### config.mk
export PLATFORM = sky130hd
export DESIGN_NAME = imem_fetch_ctrl
export DESIGN_NICKNAME = d
export VERILOG_FILES = /design/src/rtl/imem_fetch_ctrl.sv
export SDC_FILE = /design/constraint.sdc
export NUM_CORES = 1
export LEC_CHECK = 0
export BUFFER_PORTS_ARGS = -buffer_cell sky130_fd_sc_hd__buf_2
export CORE_UTILIZATION = 44
export DETAILED_ROUTE_END_ITERATION = 16
export HOLD_SLACK_MARGIN = 0.06
export PLACE_DENSITY_LB_ADDON = 0.05
export RECOVER_POWER = 50
export SYNTH_ARGS = -nofsm -noshare
export SYNTH_HDL_FRONTEND = slang
export SYNTH_SLANG_ARGS = --single-unit
### constraint.sdc
create_clock -name clk -period 2.6 [get_ports clk]
set_input_delay 0.13 -clock clk [delete_from_list [all_inputs] [get_ports clk]]
set_output_delay 0.13 -clock clk [all_outputs]
set_load 0.01 [all_outputs]
### src/rtl/imem_fetch_ctrl.sv
// Instruction-memory sequencer: owns the write port while loading a program,
// then holds the PC and drives the read address while fetching.
module imem_fetch_ctrl #(
  parameter int unsigned ADDR_W   = 10,
  parameter logic [31:0] RESET_PC = 32'h0000_0000
) (
  input  logic              clk,
  input  logic              reset,
  input  logic              load_valid,
  input  logic [31:0]       load_data,
  output logic              load_ready,
  input  logic              start,
  input  logic              reload,
  input  logic              stall,
  input  logic              branch_taken,
  input  logic [31:0]       branch_target,
  input  logic              halt_req,
  output logic              imem_we,
  output logic [ADDR_W-1:0] imem_waddr,
  output logic [31:0]       imem_wdata,
  output logic [ADDR_W-1:0] imem_raddr,
  output logic [31:0]       pc,
  output logic              fetch_valid,
  output logic              running,
  output logic              err_overflow,
  output logic              err_align,
  output logic              err_range
);

  typedef enum logic [1:0] {S_LOAD, S_RUN, S_HALT} state_t;

  state_t              state_q, state_d;
  logic [31:0]         pc_q, pc_d;
  logic [ADDR_W-1:0]   ptr_q, ptr_d;
  logic                we_q, we_d;
  logic [ADDR_W-1:0]   waddr_q, waddr_d;
  logic [31:0]         wdata_q, wdata_d;
  logic                fv_q, fv_d;
  logic                ovf_q, ovf_d;
  logic                align_q, align_d;
  logic                range_q, range_d;
  logic [31:0]         nxt_pc;

  always_ff @(posedge clk) begin
    if (reset) begin
      state_q <= S_LOAD;
      pc_q    <= RESET_PC;
      ptr_q   <= '0;
      we_q    <= 1'b0;
      waddr_q <= '0;
      wdata_q <= '0;
      fv_q    <= 1'b0;
      ovf_q   <= 1'b0;
      align_q <= 1'b0;
      range_q <= 1'b0;
    end else begin
      state_q <= state_d;
      pc_q    <= pc_d;
      ptr_q   <= ptr_d;
      we_q    <= we_d;
      waddr_q <= waddr_d;
      wdata_q <= wdata_d;
      fv_q    <= fv_d;
      ovf_q   <= ovf_d;
      align_q <= align_d;
      range_q <= range_d;
    end
  end

  always_comb begin
    state_d = state_q;
    pc_d    = pc_q;
    ptr_d   = ptr_q;
    we_d    = 1'b0;
    waddr_d = waddr_q;
    wdata_d = wdata_q;
    ovf_d   = ovf_q;
    align_d = align_q;
    range_d = range_q;
    nxt_pc  = pc_q;

    case (state_q)
      S_LOAD: begin
        if (load_valid) begin
          we_d    = 1'b1;
          waddr_d = ptr_q;
          wdata_d = load_data;
          ptr_d   = ptr_q + 1'b1;
          if (ptr_q == '1) ovf_d = 1'b1;
        end
        if (start) begin
          state_d = S_RUN;
          pc_d    = RESET_PC;
        end
      end
      S_RUN: begin
        if (branch_taken) begin
          nxt_pc = {branch_target[31:2], 2'b00};
          if (branch_target[1:0] != 2'b00) align_d = 1'b1;
        end else if (stall) begin
          nxt_pc = pc_q;
        end else begin
          nxt_pc = pc_q + 32'd4;
        end
        // An out-of-range next PC halts without committing it, ahead of halt_req.
        if (nxt_pc[31:ADDR_W+2] != '0) begin
          state_d = S_HALT;
          range_d = 1'b1;
        end else begin
          pc_d = nxt_pc;
          if (halt_req) state_d = S_HALT;
        end
      end
      S_HALT: begin
        if (reload) begin
          state_d = S_LOAD;
          ptr_d   = '0;
          pc_d    = RESET_PC;
        end else if (start) begin
          state_d = S_RUN;
        end
      end
      default: state_d = S_LOAD;
    endcase

    fv_d = (state_d == S_RUN);
  end

  assign load_ready   = (state_q == S_LOAD);
  assign running      = (state_q == S_RUN);
  assign fetch_valid  = fv_q;
  assign pc           = pc_q;
  assign imem_raddr   = pc_q[ADDR_W+1:2];
  assign imem_we      = we_q;
  assign imem_waddr   = waddr_q;
  assign imem_wdata   = wdata_q;
  assign err_overflow = ovf_q;
  assign err_align    = align_q;
  assign err_range    = range_q;

endmodule

Word-level counts from Yosys, hierarchy flattened
Index checks and enable logic that the tools add are counted.
Word-level totals
  memories: 0
  bits in writable memories: 0
  register bits after elaboration: 91
  latch bits: 0
  memory bits (read-only): 0
  output and inout port bits: 91
  input port bits: 72
Cells by class
  mux-type cells: 16
  $mul: 0
  bitwise operators: 1
  shift-type cells: 0
  equality and inequality tests: 9
  add/subtract/negate cells: 2
  $lt $le $gt $ge: 0
  reductions and logical operators: 13
  div/mod/pow operators: 0
Operator list (count)
  $mux 32: 6
  $pmux 32 s3: 1
  $add 32x3->32 const B: 1
  $mux 10: 2
  $pmux 10 s2: 1
  $reduce_bool 20->1: 1
  $add 10x1->10 const B: 1
  $eq 10x10->1 const B: 1
  $reduce_and 3->1: 3
  $mux 2: 4
  $ne 2x2->1 const B: 3
  $pmux 2 s3: 1
  $reduce_and 5->1: 1
  $eq 2x1->1 const B: 2
  $reduce_and 2->1: 2
  $reduce_and 4->1: 1
  $reduce_bool 2->1: 2
  $ne 3x3->1 const B: 1
  $reduce_bool 3->1: 1
  $eq 2x2->1 const B: 1
  $logic_not 2->1: 1
  $ne 2x1->1 const B: 1
  $reduce_or 2->1: 1
  $mux 1: 1
  $not 1->1: 1

Depth between registers and ports, before layout
Gate-level depths: netlist of run 1.
  depth after elaboration: 8
  gate-level depth with buffers: 11
  depth with buffers taken out: 10

Worst setup path before layout of run 1
No wires, ideal clock.
  kind: reg-to-reg
  start: register pc_q[5] (netlist: pc[5])
  end: register pc_q[11] (netlist: pc[11])
  buffers on the path: 0
  path slack: -0.292 ns
  library setup time: 0.117 ns
  arrival time: 2.774 ns
  cell stages (with the launch flop): 10
  path through: dfxtp_1 and4_1 nand4_1 nor2_1 mux2_2 or4_4 a211o_1 o22ai_4 o21ai_0 a32o_1
Between the ends
  longest elaborated chain between the ends: 7
  elaborated cells between the ends (all ways): 9
  classes of those cells: add/sub (1); eq/ne (1); mux (5); reduce/logical (2)
Ends and longest elaborated chain
  from (decl): line 33  | logic [31:0] pc_q, pc_d;
  from (signal assigned): line 58  | pc_q <= pc_d;
  $add 32x3->32 (*): line 103  | nxt_pc = pc_q + 32'd4;
  $mux 32 (*): line 100  | end else if (stall) begin
  $mux 32 (*): line 97  | if (branch_taken) begin
  $mux 32 (*): line 82  | case (state_q)
  $reduce_bool 20->1: line 106  | if (nxt_pc[31:ADDR_W+2] != '0) begin
  $ne 2x2->1 (no line)
  $reduce_and 5->1 (no line)
Every way passes the cells marked *; elsewhere a longest branch is shown, timed or not. The select of a mux whose other input is x is not followed.
A chain may end at the register's enable or synchronous reset.

Worst setup path in the final report of run 1
  start: register pc_q[6] (netlist: pc[6])
  end: register pc_q[8] (netlist: pc[8])
The elaborated chain is that of the path after synthesis.

==> results.md, run 1 <==
- # rows: 35
- Initial antenna violation count: 0
- Final setup fails: 33
- Final ANT Viol Nets: 0
- Top cells by count, synth: nand2_1 (108), dfxtp_1 (89), a21oi_1 (60), nor2_1 (36), and2_1 (23)
- Vias: 4552
- Final GP Congestion: 0.873
- Cells after DPL: 830
- Mapped cell area: 4210 sq um
- Die ar.: 9960 sq um
- RSZ-0062 raised after global routing: yes
- Hold worst-path end: fetch_valid$_SDFF_PP0_
- CTS tree: built
- Failing checks: setup timing
- Wire per inst: 14.3 microns
- Peak VDD IR: 0.242 mV
- Synth Area per Inst: 8.22 sq um
- Final global-route overflow total: 0
- Pwr/cell area: between 400 and 500 nW/um^2
- Top-count cell post-synth: nand2_1
- Fin crit period: 2780 ps
- Setup ws final: -182 ps
- Total CTS buffers: 9
- Drt initial violations: 142
- Primary FF master, synth: dfxtp_1
- Min-delay src: halt_req
- Worst R2R Start: pc[6]$_SDFFE_PP0P_
- WHS Path Cells: 4
- Yosys top cell by area: dfxtp_1
- Worst reg-to-reg setup slack: -180 ps
- Max Freq: approximately 360 MHz
- Port-buffer cells: 160
- IO Pins: 163
- HP Class: in2reg
- Clk slew on worst S/H paths: 90 ps
- Die X: 99.8 microns
- GRT Util Overall: 0.249
- Final hold violations: 0
- Crit-path cells: and4_4, nand4_1, buf_6, o41ai_2, nand4_1, nor4_4, o22ai_4, o22ai_4, o21ai_1, a32o_1
- Worst-Margin Slew: 622 ps
- Crit-path max FO: 6
- Top cell type's share of synthesized area: 0.423
- Crit Path Category: reg2reg
- Root Driver: clkbuf_8
- Met2 Use GR: 0.433
- Yosys Warn Count: 0
- Layout area overhead: 46.3%
- Leak: 2.62 nW
- Synth async-reset ratio: 0
- Via density: 5.12
- Layout Cells excl Fill: 889
- Count of cell types in the netlist: 67
- Layout Skew: 10.3 ps
- RR Endpoint: pc[8]$_SDFFE_PP0P_
- Routed Wire Length: 12.7 mm
- Flops & latches, synth: 89
- Crit path arrival time: 3030 ps
- Vias in the first global route: 4164
- H-tree Lvls: 3
- Outcome: complete, but fails checks
- Area of the core: roughly 9200 sq um
- HPWL after detailed placement: 8.83 mm
- Clock Path Buffers: 2
- Sequential area share after synthesis: 0.423
- Multi-input logic area: 2330 sq um
- Largest net degree at the start of global routing: 59
- Share of layout cells above drive strength 1: 0.322
- Met1 GRT Util: 0.308
- Die Ht: ~100 microns
- Number of flops mapped to enable cells by yosys: 0
- Syn Inst Count: 512
- Max_cap viols: 0
- Register area: 1810 sq um
- Crit path required time: ~2800 ps
- Max stage delay cell, worst path: o41ai_2
- Diodes inserted: 0
- Worst relative slew slack: 0.585
- Crit path launch type: flip-flop
- Synth area leaders: dfxtp_1 (42%), nand2_1 (9.6%), a21oi_1 (7.1%)
- Power Total: roughly 0.0028 W
- Initial core utilization: 0.456
- Sink Count: 89
- Crit end category: flip-flop
- Fillers: 813
- Final Cycle Share: 1.07
- R2R depth: 10
- Later-pin clock latency in the skew report: 360 ps
- Final Max Tran Viols: 0
- Nets: 829
- First-pass GRT wire length: 19.6 mm
- Largest stage delay on the critical path: 420 ps
- Post-route DRC: 0
- DR pass1 iterations: 4
- Global route hottest layer: met2
- Grt met3 use: 0.0432
## through the flow
stage | setup slack (ps) | utilization | TNS (ps) | hold WS (ps) | cell area (sq um)
after CTS | -228 | 0.666 | -3390 | 69.9 | 6160
after global placement | -262 | 0.596 | -6090 | 371 | 5510
final | -182 | 0.666 | -3570 | 89.7 | 6160
after floorplan | -14.6 | - | -67.9 | 266 | 4270
after detailed placement | -330 | 0.596 | -7390 | 378 | 5510
after global routing | -237 | 0.666 | -5970 | 86.5 | 6160
## worst max-delay path by stage
stage                        start             endpoint  slack [ps]  cells after the start
4_1_cts         pc[5]$_SDFFE_PP0P_   pc[6]$_SDFFE_PP0P_        -230                      9
5_1_grt         pc[6]$_SDFFE_PP0P_   pc[8]$_SDFFE_PP0P_        -240                      9
3_5_place_dp   pc[20]$_SDFFE_PP0P_   pc[8]$_SDFFE_PP0P_        -330                      9
2_1_floorplan   pc[4]$_SDFFE_PP0P_  pc[10]$_SDFFE_PP0P_         -10                     10
6_report        pc[6]$_SDFFE_PP0P_   pc[8]$_SDFFE_PP0P_        -180                     10
3_3_place_gp   pc[20]$_SDFFE_PP0P_   pc[9]$_SDFFE_PP0P_        -260                     10
## routing by layer
layer | wire (microns) | share of wire | vias up
met4 | 234 | 0.018 | 0
li1 | - | - | 2254
met1 | 5540 | 0.44 | 2116
met2 | 6230 | 0.49 | 163
met5 | 0 | 0 | -
met3 | 680 | 0.054 | 19
## flip-flops by register name, indices dropped and copies added (netlist names), 2 cells and up
signal,cells
imem_waddr,10
state_q,2
ptr_q,10
pc,30
imem_wdata,32
## final cells by class
class                   count  share of cell area
repair buffers            268               0.264
flip-flops and latches     89               0.294
clock inverters             6              0.0112
clock buffers              10              0.0207
well taps                 129              0.0262
multi-input cells         379               0.379
inverters                   8             0.00488
## worst max-delay path: cells and delay by family (launching register included)
kind / cells / cell delay [ps]
AOI/OAI and AO/OA: 5 / 1270
buffers and inverters: 1 / 180
DFF: 1 / 390
and+or+nand+nor: 4 / 820
## cell usage in the layout, fill, tap and decap left out, drive strengths merged, types with 3 or more instances in the layout
cell         count
a211oi           4
nor4             9
a21oi           60
nor3            10
xnor2            4
clkbuf          71
mux2i            6
a32o             3
and3             6
or3              6
nand3            8
dfxtp           89
nand2b           4
buf            174
nand2          108
o21ai           17
clkinv           4
dlygate4sd3     33
nand4b           4
xor2            11
nor2            36
o22ai            3
inv              8
and2            23
nand4           14
## logic make-up after synthesis
group                      after synthesis  synth area share
AOI/OAI and AO/OA                      107             0.159
xor gates and xnor gates                15            0.0312
adders and majority gates                2           0.00594
buffers and inverters                   46            0.0624
DFF                                     89             0.423
muxes                                    8            0.0196
other                                    1          0.000891
and+or+nand+nor                        244             0.297
## where the power goes
group          leakage, nW  switching (W)  internal, W
Combinational         1.79       0.000237     0.000203
Clock               0.0964       0.000500     0.000448
Sequential           0.731      0.0000319      0.00141
Total                 2.62       0.000769      0.00206
## what timing repair did
| item | in CTS | in global routing |
|---|---|---|
| buffers inserted | 4 | 5 |
| hold buffers | 33 | 0 |
| hold endpoints to repair | 33 | 0 |
| gates resized for setup | 16 | 13 |
| endpoints found under the setup margin | 34 | 34 |
| cloned | 1 | 0 |
| pin swaps | 14 | 14 |
Power figures use the tool's default switching activity.
==> inputs of run 2 (changes only) <==
--- a/config.mk
+++ b/config.mk
@@ -8,4 +8,6 @@
 export BUFFER_PORTS_ARGS = -buffer_cell sky130_fd_sc_hd__buf_2
 export CORE_UTILIZATION = 44
+export CTS_CLUSTER_DIAMETER = 40
+export CTS_CLUSTER_SIZE = 40
 export DETAILED_ROUTE_END_ITERATION = 16
 export HOLD_SLACK_MARGIN = 0.06
==> constraint.sdc (replaced) <==
create_clock -name clk -period 2.6 [get_ports clk]
set_input_delay 0.26 -clock clk [delete_from_list [all_inputs] [get_ports clk]]
set_output_delay 0.26 -clock clk [all_outputs]
set_load 0.01 [all_outputs]
==> run 2 against run 1 <==
Against the previous run:
- the flow still finishes with violations (setup timing)
- first-iteration DRC count is 7.0% lower
- core utilization fell by 5.0 points
- clock power is 7.4% lower
- worst setup slack got worse by 55 ps
- critical path depth down 1
- wire length fell by 8.3%
- flip-flop and latch count did not move
- power is 3.7% lower
- sequential share of layout area rose by 2.4 points
- fmax decreased by 1.9%
- critical path type unchanged
==> results.md, run 2 (synthesis results as in run 1) <==
- Failing checks: setup timing
- Die Ht: 99.8 microns (unchanged)
- Max stage delay cell, worst path: or4_4
- Top layer in use: met4
- IO Pins: 163 (unchanged)
- Die X: 99.8 microns (unchanged)
- Initial antenna violation count: 0 (unchanged)
- Initial core utilization: 0.456 (unchanged)
- Pwr/cell area: 478 nW/um^2 (+4.0%)
- Max Freq: 352 MHz (-1.9%)
- Vias: 4263 (-6.3%)
- Share of power burned in registers: 0.529 (+0.020)
- Final hold violations: 0 (unchanged)
- Wire per inst: 13.7 microns (-4.2%)
- Crit end category: flip-flop
- HP Class: in2reg
- Later-pin clock latency in the skew report: 350 ps (about the same)
- Diodes inserted: 0 (unchanged)
- Vias in the first global route: 3993 (-4.1%)
- Clock share of power: 0.323 (-0.012)
- H-tree Lvls: 3 (unchanged)
- Switching power of the nets: 0.000774 W (+0.66%)
- Internal power: 0.00195 W (-5.4%)
- Port-buffer cells: 160 (unchanged)
- Final GP Congestion: 0.854 (-2.2%)
- Most common cell after layout, fill and taps aside: nand2_1
- Post-Layout Inst Area: 5700 sq um (-7.5%)
- Sw Share: 0.284 (+0.0124)
- Worst Setup Slack post-DPL: -312 ps (+18.6 ps)
- Sink Count: 89 (unchanged)
- First-pass GRT wire length: 18.8 mm (-4.3%)
- Final Max Tran Viols: 0 (unchanged)
- Clk slew on worst S/H paths: 100 ps (about the same)
- Area of the core: 9240 sq um (unchanged)
- Fin crit period: 2840 ps (+55.1 ps)
- Logic pwr share: 0.149 (-0.006)
- Layout Cells excl Fill: 851 (-4.3%)
- DR pass1 iterations: 4 (unchanged)
- CTS tree: built
- Layout Skew: 16.1 ps (+5.80 ps)
- Drt initial violations: 132 (-7.0%)
- Final global-route overflow total: 0 (unchanged)
- Crit-path cells: and4_4, nand4_1, nor2_2, mux2_4, or4_4, a211o_1, buf_6, or3_4, o211a_1
- Crit path required time: 2840 ps (about the same)
- Commonest non-fill, non-tap cells in the layout: nand2_1 (108), buf_2 (106), dfxtp_1 (77), clkbuf_1 (64), a21oi_1 (59)
- RSZ-0062 raised after global routing: yes
- Worst-Margin Slew: 627 ps (+4.96 ps)
- Largest register FFs: 32 (unchanged)
- Share of layout cells above drive strength 1: 0.325 (+0.00312)
- Final Cycle Share: 1.09 (+0.0212)
- Crit path arrival time: 3070 ps (+40 ps)
- Post-layout util: 0.617 (-0.0497)
- Total CTS buffers: 9 (unchanged)
- Layout area overhead: 35.4%
- Placed Area: 5500 sq um (-0.14%)
- Final ANT Viol Nets: 0 (unchanged)
- GRT Util Overall: 0.236 (-0.0131)
- Routed metal-1 wirelength: 5.20 mm (-6.0%)
- Worst relative slew slack: 0.582 (-0.00331)
- Max_cap viols: 0 (unchanged)
- Cells after DPL: 829 (-0.12%)
- Peak VDD IR: 0.318 mV (+32%)
- Largest stage delay on the critical path: 420 ps (about the same)
- Setup ws final: -237 ps (-55.1 ps)
- Nets: 791 (-4.6%)
- Outcome: complete, but fails checks
- Routed met2 length: 5.61 mm (-10%)
- Final setup fails: 33 (unchanged)
- # rows: 35 (unchanged)
- Largest net degree at the start of global routing: 59 (unchanged)
- Crit path launch type: flip-flop
- Via density: 5.01 (-2.2%)
- Routed Wire Length: 11.6 mm (-8.3%)
- Crit Path Category: reg2reg
- Post-route DRC: 0 (unchanged)
- Crit-path max FO: 4 (-2)
- HPWL after detailed placement: 8.66 mm (-1.9%)
- Clock Path Buffers: 2 (unchanged)
- Leak: 2.44 nW (-6.9%)
- Root Driver: clkbuf_8
- Fillers: 912 (+12%)
- Met3 wire length: 586 microns (-14%)
- Die ar.: 9960 sq um (unchanged)
- Power Total: 0.00272 W (-3.7%)
## run 2: cell count changes in the layout (fill, tap and decap cells not counted), sizes merged
cell and change:
bufinv -1, clkinv -2, dlygate4sd3 -33, buf -6, o22ai -1, clkbuf +2, inv +3
## run 2: area by class of cell
type	instances	area (sq um)	area share
Sequential cell	89	1810	0.318
Timing Repair Buffer	231	1280	0.224
Multi-Input combinational cell	378	2240	0.394
Tap cell	129	161	0.0283
Inverter	8	30.0	0.00527
Clock inverter	6	48.8	0.00856
Clock buffer	10	128	0.0224
## run 2: path summary, 6_finish.rpt
check,start,to,slack (ps),cells past startpoint
worst max-delay path,pc[5]$_SDFFE_PP0P_,pc[5]$_SDFFE_PP0P_,-240,9
worst min-delay path,load_data[22],imem_wdata[22]$_SDFFE_PP0P_,130,3
worst max register to register,pc[5]$_SDFFE_PP0P_,pc[5]$_SDFFE_PP0P_,-240,9
worst min register to register,err_align$_SDFFE_PP0P_,err_align$_SDFFE_PP0P_,460,2
## run 2: layer usage
layer	GRT usage	vias up
met2	0.395	137
met5	0	-
met3	0.0439	15
li1	-	2175
met4	0.0769	0
met1	0.307	1936
## run 2: through the flow
stage	setup TNS [ps]	hold WS (ps)
4_1_cts	-5500	116
2_1_floorplan	-67.9	396
3_5_place_dp	-7010	442
6_report	-4270	126
5_1_grt	-7830	113
3_3_place_gp	-9610	435
## run 2: what timing repair did
| item | in CTS | in global routing |
|---|---|---|
| setup buffers | 4 | 2 |
| hold buffers | 0 | 0 |
| resized for setup | 8 | 10 |
| pin swaps | 8 | 11 |
| endpoints found under the setup margin | 34 | 34 |
## run 2: critical path, delay by kind of cell (launching register included)
| kind | cells | cell delay (ps) |
|---|---|---|
| flip-flops | 1 | 390 |
| AO/OA/AOI/OAI | 2 | 460 |
| multiplexers | 1 | 310 |
| AND/OR/NAND/NOR | 5 | 1440 |
| buffers and inverters | 1 | 140 |
## run 2: power by group through the flow
stage / Clock, W / Combinational, W / Sequential [W]
floorplan: 0 / 0.000197 / 0.00149
global placement: 0 / 0.000381 / 0.00147
detailed placement: 0 / 0.000390 / 0.00147
CTS: 0.000905 / 0.000414 / 0.00144
global route: 0.000967 / 0.000448 / 0.00144
finish: 0.000878 / 0.000405 / 0.00144
